==> src/rtl/dmem_arbiter.sv <==
// Round-robin two-port arbiter and sequencer in front of data_memory.
// One transaction is outstanding at a time; responses return only to the owner.
module dmem_arbiter #(
  parameter int unsigned ADDR_W      = 20,
  parameter int unsigned DATA_W      = 64,
  parameter int unsigned MEM_LATENCY = 1
) (
  input  logic              clk,
  input  logic              rst_n,
  input  logic              r0_req_valid,
  output logic              r0_req_ready,
  input  logic [ADDR_W-1:0] r0_req_addr,
  input  logic [DATA_W-1:0] r0_req_wdata,
  input  logic              r0_req_we,
  input  logic [1:0]        r0_req_type,
  output logic              r0_rsp_valid,
  output logic [DATA_W-1:0] r0_rsp_rdata,
  input  logic              r0_rsp_ready,
  input  logic              r1_req_valid,
  output logic              r1_req_ready,
  input  logic [ADDR_W-1:0] r1_req_addr,
  input  logic [DATA_W-1:0] r1_req_wdata,
  input  logic              r1_req_we,
  input  logic [1:0]        r1_req_type,
  output logic              r1_rsp_valid,
  output logic [DATA_W-1:0] r1_rsp_rdata,
  input  logic              r1_rsp_ready,
  output logic [ADDR_W-1:0] mem_address,
  output logic [DATA_W-1:0] mem_data,
  output logic              mem_write_enable,
  output logic [1:0]        mem_store_type,
  input  logic [DATA_W-1:0] mem_read_data
);

  localparam int unsigned CNT_W = 2;

  typedef enum logic [1:0] {IDLE, ISSUE, RESP} state_t;

  state_t              r_state;
  state_t              w_next_state;
  logic                r_last_grant;
  logic                r_owner;
  logic [ADDR_W-1:0]   r_addr;
  logic [DATA_W-1:0]   r_wdata;
  logic                r_we;
  logic [1:0]          r_type;
  logic [CNT_W-1:0]    r_cnt;
  logic                r_mem_we;
  logic [1:0]          r_rsp_valid;
  logic [DATA_W-1:0]   r_rdata0;
  logic [DATA_W-1:0]   r_rdata1;
  logic                w_grant;
  logic                w_hs;
  logic                w_rsp_fire;

  always_ff @(posedge clk or negedge rst_n) begin
    if (!rst_n) r_state <= IDLE;
    else        r_state <= w_next_state;
  end

  // Arbitration, request handshake and next-state decode
  always_comb begin
    w_next_state = r_state;
    w_hs         = 1'b0;
    r0_req_ready = 1'b0;
    r1_req_ready = 1'b0;
    w_grant      = (r0_req_valid & r1_req_valid) ? ~r_last_grant : r1_req_valid;
    w_rsp_fire   = r_owner ? (r_rsp_valid[1] & r1_rsp_ready)
                           : (r_rsp_valid[0] & r0_rsp_ready);
    case (r_state)
      IDLE: begin
        if ((r0_req_valid | r1_req_valid) & rst_n) begin
          w_hs         = 1'b1;
          r0_req_ready = ~w_grant;
          r1_req_ready = w_grant;
          w_next_state = ISSUE;
        end
      end
      ISSUE: begin
        if (r_we || (r_cnt == '0)) w_next_state = RESP;
      end
      RESP: begin
        if (w_rsp_fire) w_next_state = IDLE;
      end
      default: w_next_state = IDLE;
    endcase
  end

  // Capture, latency counter and response registers
  always_ff @(posedge clk or negedge rst_n) begin
    if (!rst_n) begin
      r_last_grant <= 1'b1;
      r_owner      <= 1'b0;
      r_addr       <= '0;
      r_wdata      <= '0;
      r_we         <= 1'b0;
      r_type       <= 2'b00;
      r_cnt        <= '0;
      r_mem_we     <= 1'b0;
      r_rsp_valid  <= 2'b00;
      r_rdata0     <= '0;
      r_rdata1     <= '0;
    end else begin
      r_mem_we <= 1'b0;
      if (w_hs) begin
        r_owner      <= w_grant;
        r_last_grant <= w_grant;
        r_addr       <= w_grant ? r1_req_addr  : r0_req_addr;
        r_wdata      <= w_grant ? r1_req_wdata : r0_req_wdata;
        r_we         <= w_grant ? r1_req_we    : r0_req_we;
        r_type       <= w_grant ? r1_req_type  : r0_req_type;
        r_mem_we     <= w_grant ? r1_req_we    : r0_req_we;
        r_cnt        <= CNT_W'(MEM_LATENCY - 1);
      end
      if ((r_state == ISSUE) && !r_we && (r_cnt != '0)) r_cnt <= r_cnt - CNT_W'(1);
      if ((r_state == ISSUE) && (w_next_state == RESP)) begin
        if (r_owner) begin
          r_rsp_valid[1] <= 1'b1;
          r_rdata1       <= r_we ? '0 : mem_read_data;
        end else begin
          r_rsp_valid[0] <= 1'b1;
          r_rdata0       <= r_we ? '0 : mem_read_data;
        end
      end
      if ((r_state == RESP) && w_rsp_fire) r_rsp_valid <= 2'b00;
    end
  end

  assign r0_rsp_valid     = r_rsp_valid[0];
  assign r1_rsp_valid     = r_rsp_valid[1];
  assign r0_rsp_rdata     = r_rdata0;
  assign r1_rsp_rdata     = r_rdata1;
  assign mem_address      = r_addr;
  assign mem_data         = r_wdata;
  assign mem_write_enable = r_mem_we;
  assign mem_store_type   = r_type;

endmodule
==> config.mk <==
export PLATFORM = sky130hd
export DESIGN_NAME = dmem_arbiter
export DESIGN_NICKNAME = d
export VERILOG_FILES = /design/src/rtl/dmem_arbiter.sv
export SDC_FILE = /design/constraint.sdc
export NUM_CORES = 1
export LEC_CHECK = 0
export CORE_AREA = 2 2 177 179
export CTS_CLUSTER_SIZE = 30
export DETAILED_ROUTE_END_ITERATION = 10
export DIE_AREA = 0 0 179 181
export GPL_TIMING_DRIVEN = 0
export PLACE_DENSITY_LB_ADDON = 0.12
export SYNTH_ARGS = -nofsm -noshare
export SYNTH_HDL_FRONTEND = slang
export SYNTH_SLANG_ARGS = --single-unit
==> constraint.sdc <==
create_clock -name clk -period 2.5 [get_ports clk]
set_input_delay 0.25 -clock clk [delete_from_list [all_inputs] [get_ports clk]]
set_output_delay 0.25 -clock clk [all_outputs]
set_load 0.03 [all_outputs]
==> impl_metrics.ini, run 1 <==
[synth]
yosysSeqAreaShare_pct = 55.9
ys_types = 37
yosysTopAreaCellShare_pct = 55.7
synth_area_per_cell_sq_um = 12.8
syn_nets = 1027
ys_top_cells_by_area = dfrtp_1 56%, mux2_2 8.9%, a221o_1 8.7%
yosys_warnings = 0
synth_cells = 782
yosysTopAreaCell = dfrtp_1
syn_area_sq_um = 10000
synth_seq_cells = 224

[floorplan]
dieArea_sq_um = 32400
die_h_um = 181
start_util_pct = 33.0
die_x_um = 179
core-area_sq_um = 30300
num_rows = 64
num_io_pins = 463

[min_path]
hp-class = in2async

[route]
dr.pass1.iters = 4
drc = 0
postRouteAntennaNets = 0
drtIter0Drc = 355
drt-vias-per-instance = 4.89
wl_per_cell_um = 21.2
vias = 8317
routed_wl_mm = 36.0

[timing]
fin_ws_ns = 0.140
fmax_mhz = 424
finalSetupTns_ns = 0
finalSetupViolations = 0
post-route-min-period_ns = 2.36
hold_violations = 0
maxSlewViolCount = 0
relSlewSlack_pct = 58.0
rsz0062_at_grt = false
fin_skew_ns = 0.0194
worst_pin_slew_ns = 0.629
finalCritPeriodShare_pct = 94.4

[layout]
fin_nets = 1529
num-fill-cells = 2697
synthToLayoutAreaGrowth_pct = 63.2
multi_input_area_sq_um = 3880
register_area_sq_um = 5610
stdcell_count = 1702
final_common_cell = clkdlybuf4s50_1
final_cell_mix = 458 x clkdlybuf4s50_1, 223 x dfrtp_1, 89 x nand2_1, 87 x a221o_1, 86 x nor3_1
drive_gt1_share_pct = 17.1

[power]
p_per_area_nw_per_um2 = 1320
ir_drop_uv = 531
total_power_mw = 21.6
p_leak_nw = 6.92

[setup_path]
cp-start-kind = flip-flop
critical_path_required_ns = 2.25
endpoint_kind = output pin
crit_fanout = 10
path_class = reg2out
cp.arrival_ns = 2.11

[placement]
port_buffers = 461
dp_hpwl_mm = 26.2
dp.cells = 1641
gp_congestion = 0.864
pre_cts_ws_ns = -0.973

[cts]
root_buffer = clkbuf_16
cts.sinks = 224
clockBufferDepth = 3
cts_buffers = 26
cts-htree-levels = 1
post-cts-setup-buffers = 0
clk-insertion-delay-late_ns = 0.53
cts.reportedPaths.clkPinSlew_ns = 0.06
cts_tree = done

[outcome]
outcome = complete, no violations

[global_routing]
grt_max_degree = 57
grt_usage_pct = 21.8
antenna_found_initial = 5
grt_pass1_vias = 8740
grt_pass1_wl_mm = 54.1
grt-ovfl-total = 0

[job]
drv_cap = 0
area by class of cell:
cell class | instances | share of cell area [%]
diodes | 3 | 0.0459
multi-input cells | 483 | 23.7
clock inverters | 8 | 0.589
clock buffers | 39 | 4.90
inverters | 5 | 0.115
flip-flops and latches | 224 | 34.3
plain buffers | 68 | 3.17
repair buffers | 476 | 30.2
well taps | 396 | 3.03
state kept, by name, summed over array words and instances (netlist names):
name              cells
mem_data             64
r0_rsp_rdata         64
r1_rsp_rdata         64
r_cnt                 2
r_we                  1
mem_address          20
r_owner               1
r_state               2
mem_store_type        2
mem_write_enable      1
r_rsp_valid           2
r_last_grant          1
synthesized netlist by cell type:
| library cell | number |
|---|---|
| nor3_2 | 1 |
| nand2_1 | 89 |
| a221o_1 | 87 |
| or3b_1 | 1 |
| clkbuf_2 | 1 |
| buf_6 | 19 |
| nand2b_1 | 1 |
| o211ai_1 | 1 |
| nor2b_2 | 1 |
| nor3b_2 | 2 |
| inv_1 | 5 |
| dfstp_2 | 1 |
| o21ai_0 | 4 |
| buf_4 | 6 |
| nor2_1 | 2 |
| or4b_2 | 1 |
| buf_2 | 5 |
| a21o_1 | 1 |
| mux2_2 | 79 |
| buf_12 | 5 |
| a22oi_1 | 1 |
| buf_8 | 1 |
| nor3_1 | 86 |
| ha_1 | 1 |
| a21oi_1 | 2 |
| nand3_1 | 1 |
| dfrtp_1 | 223 |
| clkbuf_1 | 33 |
| and3_1 | 1 |
| mux2_4 | 44 |
| mux2i_1 | 1 |
| nor2b_1 | 66 |
| o21ai_2 | 2 |
| nand3b_1 | 1 |
| a2bb2oi_1 | 1 |
| nor3b_4 | 1 |
| mux2_1 | 5 |
kinds of logic after synthesis:
logic type / synth area share [%]
DFF: 55.9
muxes: 16.1
and+or+nand+nor: 12.9
buffers and inverters: 5.45
adders and majority gates: 0.125
AOI/OAI and AO/OA: 9.47
final timing paths:
kind	from	endpoint	slack (ns)	cells after the start
worst min register to register	r_last_grant	r_last_grant	0.48	2
worst max-delay path	r_state[0]	r0_req_ready	0.14	5
min in group clk	r1_req_addr[3]	mem_address[3]	0.33	2
worst max register to register	r_cnt[0]	r1_rsp_rdata[52]	0.57	7
max in group asynchronous	rst_n	r_last_grant	1.55	4
worst min-delay path	rst_n	r1_rsp_rdata[20]	0.20	2
layer usage:
metal	share of wire [%]	vias up	wire, um	GRT usage (%)
li1	-	3851	-	-
met1	39	4082	14200	26.6
met2	50	348	18100	38.1
met3	8.8	36	3170	6.00
met4	1.6	0	589	5.07
met5	0	-	0	0
through the flow:
stage / hold WS (ns) / util, % / cell area [sq um]
final: 0.204 / 53.9 / 16400
after global routing: 0.229 / 53.9 / 16400
after CTS: 0.189 / 53.9 / 16300
after detailed placement: 0.0528 / 50.1 / 15200
after global placement: 0.464 / 49.9 / 15100
after floorplan: -0.0456 / - / 10000
critical path, cell delays in order (launching register included):
cell and delay, ns:
dfrtp_1 0.43, or3b_1 0.40, buf_6 0.18, buf_6 0.16
nor3b_4 0.24, buf_6 0.18
report_power, final:
group / internal, mW / total [mW] / switching [mW] / leakage [nW]
registers: 5.31 / 6.28 / 0.973 / 2.79
clock network: 2.41 / 3.94 / 1.54 / 0.443
logic: 5.23 / 11.3 / 6.10 / 3.68
total: 13.0 / 21.6 / 8.60 / 6.92
what timing repair did:
| item | 4_1_cts | 5_1_grt |
|---|---|---|
| cloned | 3 | 0 |
| resized for setup | 9 | 2 |
| endpoints found under the setup margin | 2 | 2 |
| endpoints found under the hold margin | 114 | 0 |
| hold buffers | 10 | 0 |
No activity file was read; power rests on OpenSTA's default activity.
==> inputs of run 2 (changes only) <==
GPL_TIMING_DRIVEN = default   (was 0)
==> run 2 against run 1 <==
  * Die area stayed put
  * Critical path type unchanged
  * Clock power is 5.1% lower
  * Critical path depth is 2 lower
  * Critical endpoint is now r1_req_ready
  * Highest routed layer unchanged
  * Fmax is 1.3% higher
  * Worst hold slack better by 0.054 ns
  * Sequential share of layout area is 1.4 points higher
  * Clock skew is 0.014 ns lower
  * Cell area is 3.8% lower
==> impl_metrics.ini, run 2 (synthesized netlist as in run 1, its figures left out) <==
[outcome]
outcome = complete, no violations

[route]
drc = 0
wl_per_cell_um = 21.0
dr.pass1.iters = 4
postRouteAntennaNets = 0
drtIter0Drc = 331
drt-met1-wl_mm = 13.9
top_layer = met4
met3RoutedLength_mm = 2.94
drt-vias-per-instance = 5.00
wl_met2_mm = 16.6
vias = 8191
routed_wl_mm = 34.4

[setup_path]
endpoint_kind = output pin
cp-start-kind = flip-flop
cpMaxStageDelayCell = and3_4
r2r_setup_slack_ns = 0.55
path_class = reg2out
cp.arrival_ns = 2.08
reg2reg_depth = 6
reg2reg_to = r1_rsp_rdata[6]
max_stage_delay_ns = 0.55
critical_path_required_ns = 2.25
cp_cell_sequence = nor3b_2 -> and3_4 -> buf_4
crit_fanout = 34
r2r_start = r_cnt[0]

[timing]
hold_violations = 0
fin_skew_ns = 0.00530
fmax_mhz = 429
finalSetupTns_ns = 0
maxSlewViolCount = 0
timing.hold.ws_ns = 0.258
fin_ws_ns = 0.169
worst_pin_slew_ns = 0.825
relSlewSlack_pct = 45.0
rsz0062_at_grt = false
finalCritPeriodShare_pct = 93.2
post-route-min-period_ns = 2.33
finalSetupViolations = 0

[cts]
cts-htree-levels = 1
clk-insertion-delay-late_ns = 0.52
cts.sinks = 224
post-cts-setup-buffers = 0
cts.reportedPaths.clkPinSlew_ns = 0.06
clockBufferDepth = 3
cts_buffers = 26
cts_tree = done
root_buffer = clkbuf_16

[global_routing]
grt-ovfl-total = 0
grt_max_degree = 128
grt_pass1_wl_mm = 51.6
antenna_found_initial = 3
grt_pass1_vias = 8500
grt_usage_pct = 20.6

[min_path]
hp-class = in2reg
worstHoldStart = r0_req_valid
min_path_cells = 3
hold_end = r_state[0]

[layout]
synthToLayoutAreaGrowth_pct = 57.0
final_cell_mix = 458 x clkdlybuf4s50_1, 222 x dfrtp_1, 89 x nand2_1, 87 x a221o_1, 86 x nor3_1
final_common_cell = clkdlybuf4s50_1
fin_nets = 1468
drive_gt1_share_pct = 15.8
final_area_sq_um = 15700
num-fill-cells = 2710

[job]
drv_cap = 0

[placement]
port_buffers = 462
pre_cts_ws_ns = 0.496
gp_congestion = 0.817
dp_hpwl_mm = 23.6
dpl_cell_area_sq_um = 14900

[power]
total_power_mw = 21.0
p_leak_nw = 6.62
p_per_area_nw_per_um2 = 1340
ir_drop_uv = 553

[floorplan]
num_rows = 64
start_util_pct = 33.0
die_h_um = 181
core-area_sq_um = 30300
dieArea_sq_um = 32400
num_io_pins = 463
die_x_um = 179
==> run 2: changes by cell type in the layout (fill, tap and decap cells not counted), sizes merged, moves of 3 or more <==
cell         delta
dlygate4sd3     -5
clkinv          -4
buf            -19
clkbuf         -30
bufbuf          -3
==> run 2: power by group <==
group          switching [mW]  internal (mW)
logic                    5.99           5.02
registers               0.973           5.31
clock network            1.47           2.27
total                    8.43           12.6
==> run 2: through the flow <==
stage	std cells	utilization, %
4_1_cts	1635	51.8
5_1_grt	1637	51.9
2_1_floorplan	782	-
3_5_place_dp	1589	49.0
6_report	1637	51.9
3_3_place_gp	1589	49.0
==> run 2: metal layers <==
layer  vias to the layer above  global-route usage, %
li1                       3720                      -
met1                      4066                   25.4
met2                       347                   34.8
met3                        58                   5.91
met4                         0                   5.92
met5                         -                      0
==> run 2: what timing repair did <==
item	in CTS	in global routing
resized for setup	0	0
hold endpoints to repair	34	0
hold buffers	2	0
setup endpoints to repair	0	0
==> run 2: cell type report <==
type / instances / area (sq um) / share of cell area (%)
Multi-Input combinational cell: 483 / 3890 / 24.7
Timing Repair Buffer: 483 / 4880 / 31.0
Clock inverter: 2 / 35.0 / 0.223
Antenna cell: 2 / 5.00 / 0.0318
Clock buffer: 42 / 802 / 5.10
Tap cell: 396 / 495 / 3.15
Sequential cell: 224 / 5610 / 35.6
Inverter: 5 / 18.8 / 0.119
==> run 2: how the worst max path moves through the flow <==
stage | end | startpoint | slack (ns) | cells past startpoint
floorplan | r0_req_ready | r_state[0] | 0.69 | 4
global placement | mem_address[2] | r1_req_valid | 0.51 | 5
detailed placement | mem_address[2] | r1_req_valid | 0.50 | 5
CTS | r1_req_ready | r_state[0] | 0.11 | 3
global route | r1_req_ready | r_state[0] | 0.05 | 3
finish | r1_req_ready | r_state[0] | 0.17 | 3
==> run 2: worst max-delay path, delay by kind of cell (launching register included) <==
family,cells,cell delay (ns)
flops,1,0.44
buf+inv,1,0.25
simple gates,2,0.85
==> inputs of run 3 (changes only) <==
ABC_CLOCK_PERIOD_IN_PS = 2500   (was default)
RECOVER_POWER = 50   (was default)
==> run 3 against run 2 <==
  * The flow now finishes with violations (capacitance limit, slew limit)
  * Via count shrank 0.28%
  * Utilization decreased by 0.058 points
  * Total power down 1.3%
  * Clock-buffer cell count unchanged
  * Combinational power about the same
  * Critical path depth unchanged
  * Wire length about the same
  * Cell count unchanged
  * Critical endpoint unchanged
  * Largest power group unchanged
==> impl_metrics.ini, run 3 (synthesized netlist as in run 1, its figures left out) <==
[outcome]
outcome = finished with violations
violations = capacitance limit, slew limit

[setup_path]
r2r_start = r_we
reg2reg_depth = 3
cpMaxStageDelayCell = and3_4
crit_end = r1_req_ready
crit_fanout = 34
critical_path_required_ns = 2.25
cp-start-kind = flip-flop
cp_cell_sequence = nor3b_2 -> and3_4 -> buf_4
cp-startpoint = r_state[0]
endpoint_kind = output pin
cp.buffers_inverters = 1
r2r_setup_slack_ns = 0.28
cp.depth = 3
max_stage_delay_ns = 0.55
cp.arrival_ns = 2.08
crit_family = simple AND/OR/NAND/NOR gates
reg2reg_to = r0_rsp_rdata[36]
path_class = reg2out

[timing]
worst_pin_slew_ns = 1.60
timing.hold.ws_ns = 0.276
maxSlewViolCount = 67
finalSetupViolations = 0
fin_ws_ns = 0.170
finalSetupTns_ns = 0
finalCritPeriodShare_pct = 93.2
rsz0062_at_grt = false
fin_skew_ns = 0.00565
fmax_mhz = 429
hold_violations = 0
post-route-min-period_ns = 2.33
relSlewSlack_pct = -6.83

[cts]
cts_tree = done
cts.reportedPaths.clkPinSlew_ns = 0.06
cts-htree-levels = 1
clockBufferDepth = 3
clk-insertion-delay-late_ns = 0.52
post-cts-setup-buffers = 0
cts_buffers = 26
cts.sinks = 224
root_buffer = clkbuf_16

[route]
postRouteAntennaNets = 0
vias = 8168
wl_per_cell_um = 21.0
routed_wl_mm = 34.4
top_layer = met4
drc = 0
drtIter0Drc = 329
drt-met1-wl_mm = 13.9
dr.pass1.iters = 4
met3RoutedLength_mm = 3.01
wl_met2_mm = 16.5
drt-vias-per-instance = 4.99

[floorplan]
num_io_pins = 463
dieArea_sq_um = 32400
die_x_um = 179
core-area_sq_um = 30300
num_rows = 64
start_util_pct = 33.0
die_h_um = 181

[global_routing]
grt_usage_pct = 20.6
grt_pass1_wl_mm = 51.6
grt_max_degree = 128
antenna_found_initial = 3
grt-ovfl-total = 0
grt_pass1_vias = 8500

[layout]
final_cell_mix = 369 x clkdlybuf4s50_1, 222 x dfrtp_1, 90 x dlygate4sd3_1, 89 x nand2_1, 87 x a221o_1
drive_gt1_share_pct = 15.6
stdcell_count = 1637
fin_nets = 1468
final_area_sq_um = 15700
num-fill-cells = 2712
synthToLayoutAreaGrowth_pct = 56.8
final_common_cell = clkdlybuf4s50_1
final_core_util_pct = 51.8

[min_path]
hp-class = in2async

[power]
p_per_area_nw_per_um2 = 1320
p_leak_nw = 6.73
ir_drop_uv = 530
total_power_mw = 20.8

[placement]
dp.cells = 1589
dpl_cell_area_sq_um = 14900
dp_hpwl_mm = 23.6
gp_congestion = 0.817
pre_cts_ws_ns = 0.496
port_buffers = 462

[job]
drv_cap = 1
-- run 3: worst min path at each step --
stage / cells past startpoint / to / from / slack (ns)
2_1_floorplan: 0 / mem_address[0] / rst_n / -0.05
3_3_place_gp: 1 / r_state[0] / rst_n / 0.11
3_5_place_dp: 1 / r_state[0] / rst_n / 0.11
4_1_cts: 3 / r_state[0] / r0_req_valid / 0.23
5_1_grt: 4 / mem_write_enable / r0_req_valid / 0.27
6_report: 3 / r_state[0] / rst_n / 0.28
-- run 3: what timing repair did --
item | in CTS | in global routing
gates resized for setup | 0 | 0
hold buffers | 2 | 0
hold endpoints to repair | 34 | 0
-- run 3: layout make-up --
class / instances / area, sq um / share of cell area [%]
tap: 396 / 495 / 3.15
sequential: 224 / 5610 / 35.7
clock inverter: 2 / 35.0 / 0.223
clock buffer: 42 / 802 / 5.10
multi-input combinational: 483 / 3890 / 24.7
antenna: 2 / 5.00 / 0.0318
inverter: 5 / 18.8 / 0.119
timing repair buffer: 483 / 4870 / 31.0
-- run 3: where the power goes --
group          total [mW]  switching (mW)  internal (mW)  leakage (nW)
clock network        3.74            1.48           2.27         0.411
logic                10.8            5.99           4.78          3.53
registers            6.25           0.940           5.31          2.79
total                20.8            8.40           12.4          6.73
-- run 3: tightest hold or removal path: stages --
cell	delay, ns
dlygate4sd3_1	0.57
buf_8	0.13
buf_12	0.18
-- run 3: per-layer routing --
layer / GRT usage (%) / vias up
met4: 5.92 / 0
met2: 34.8 / 351
li1: - / 3725
met1: 25.4 / 4035
met5: 0 / -
met3: 5.91 / 57
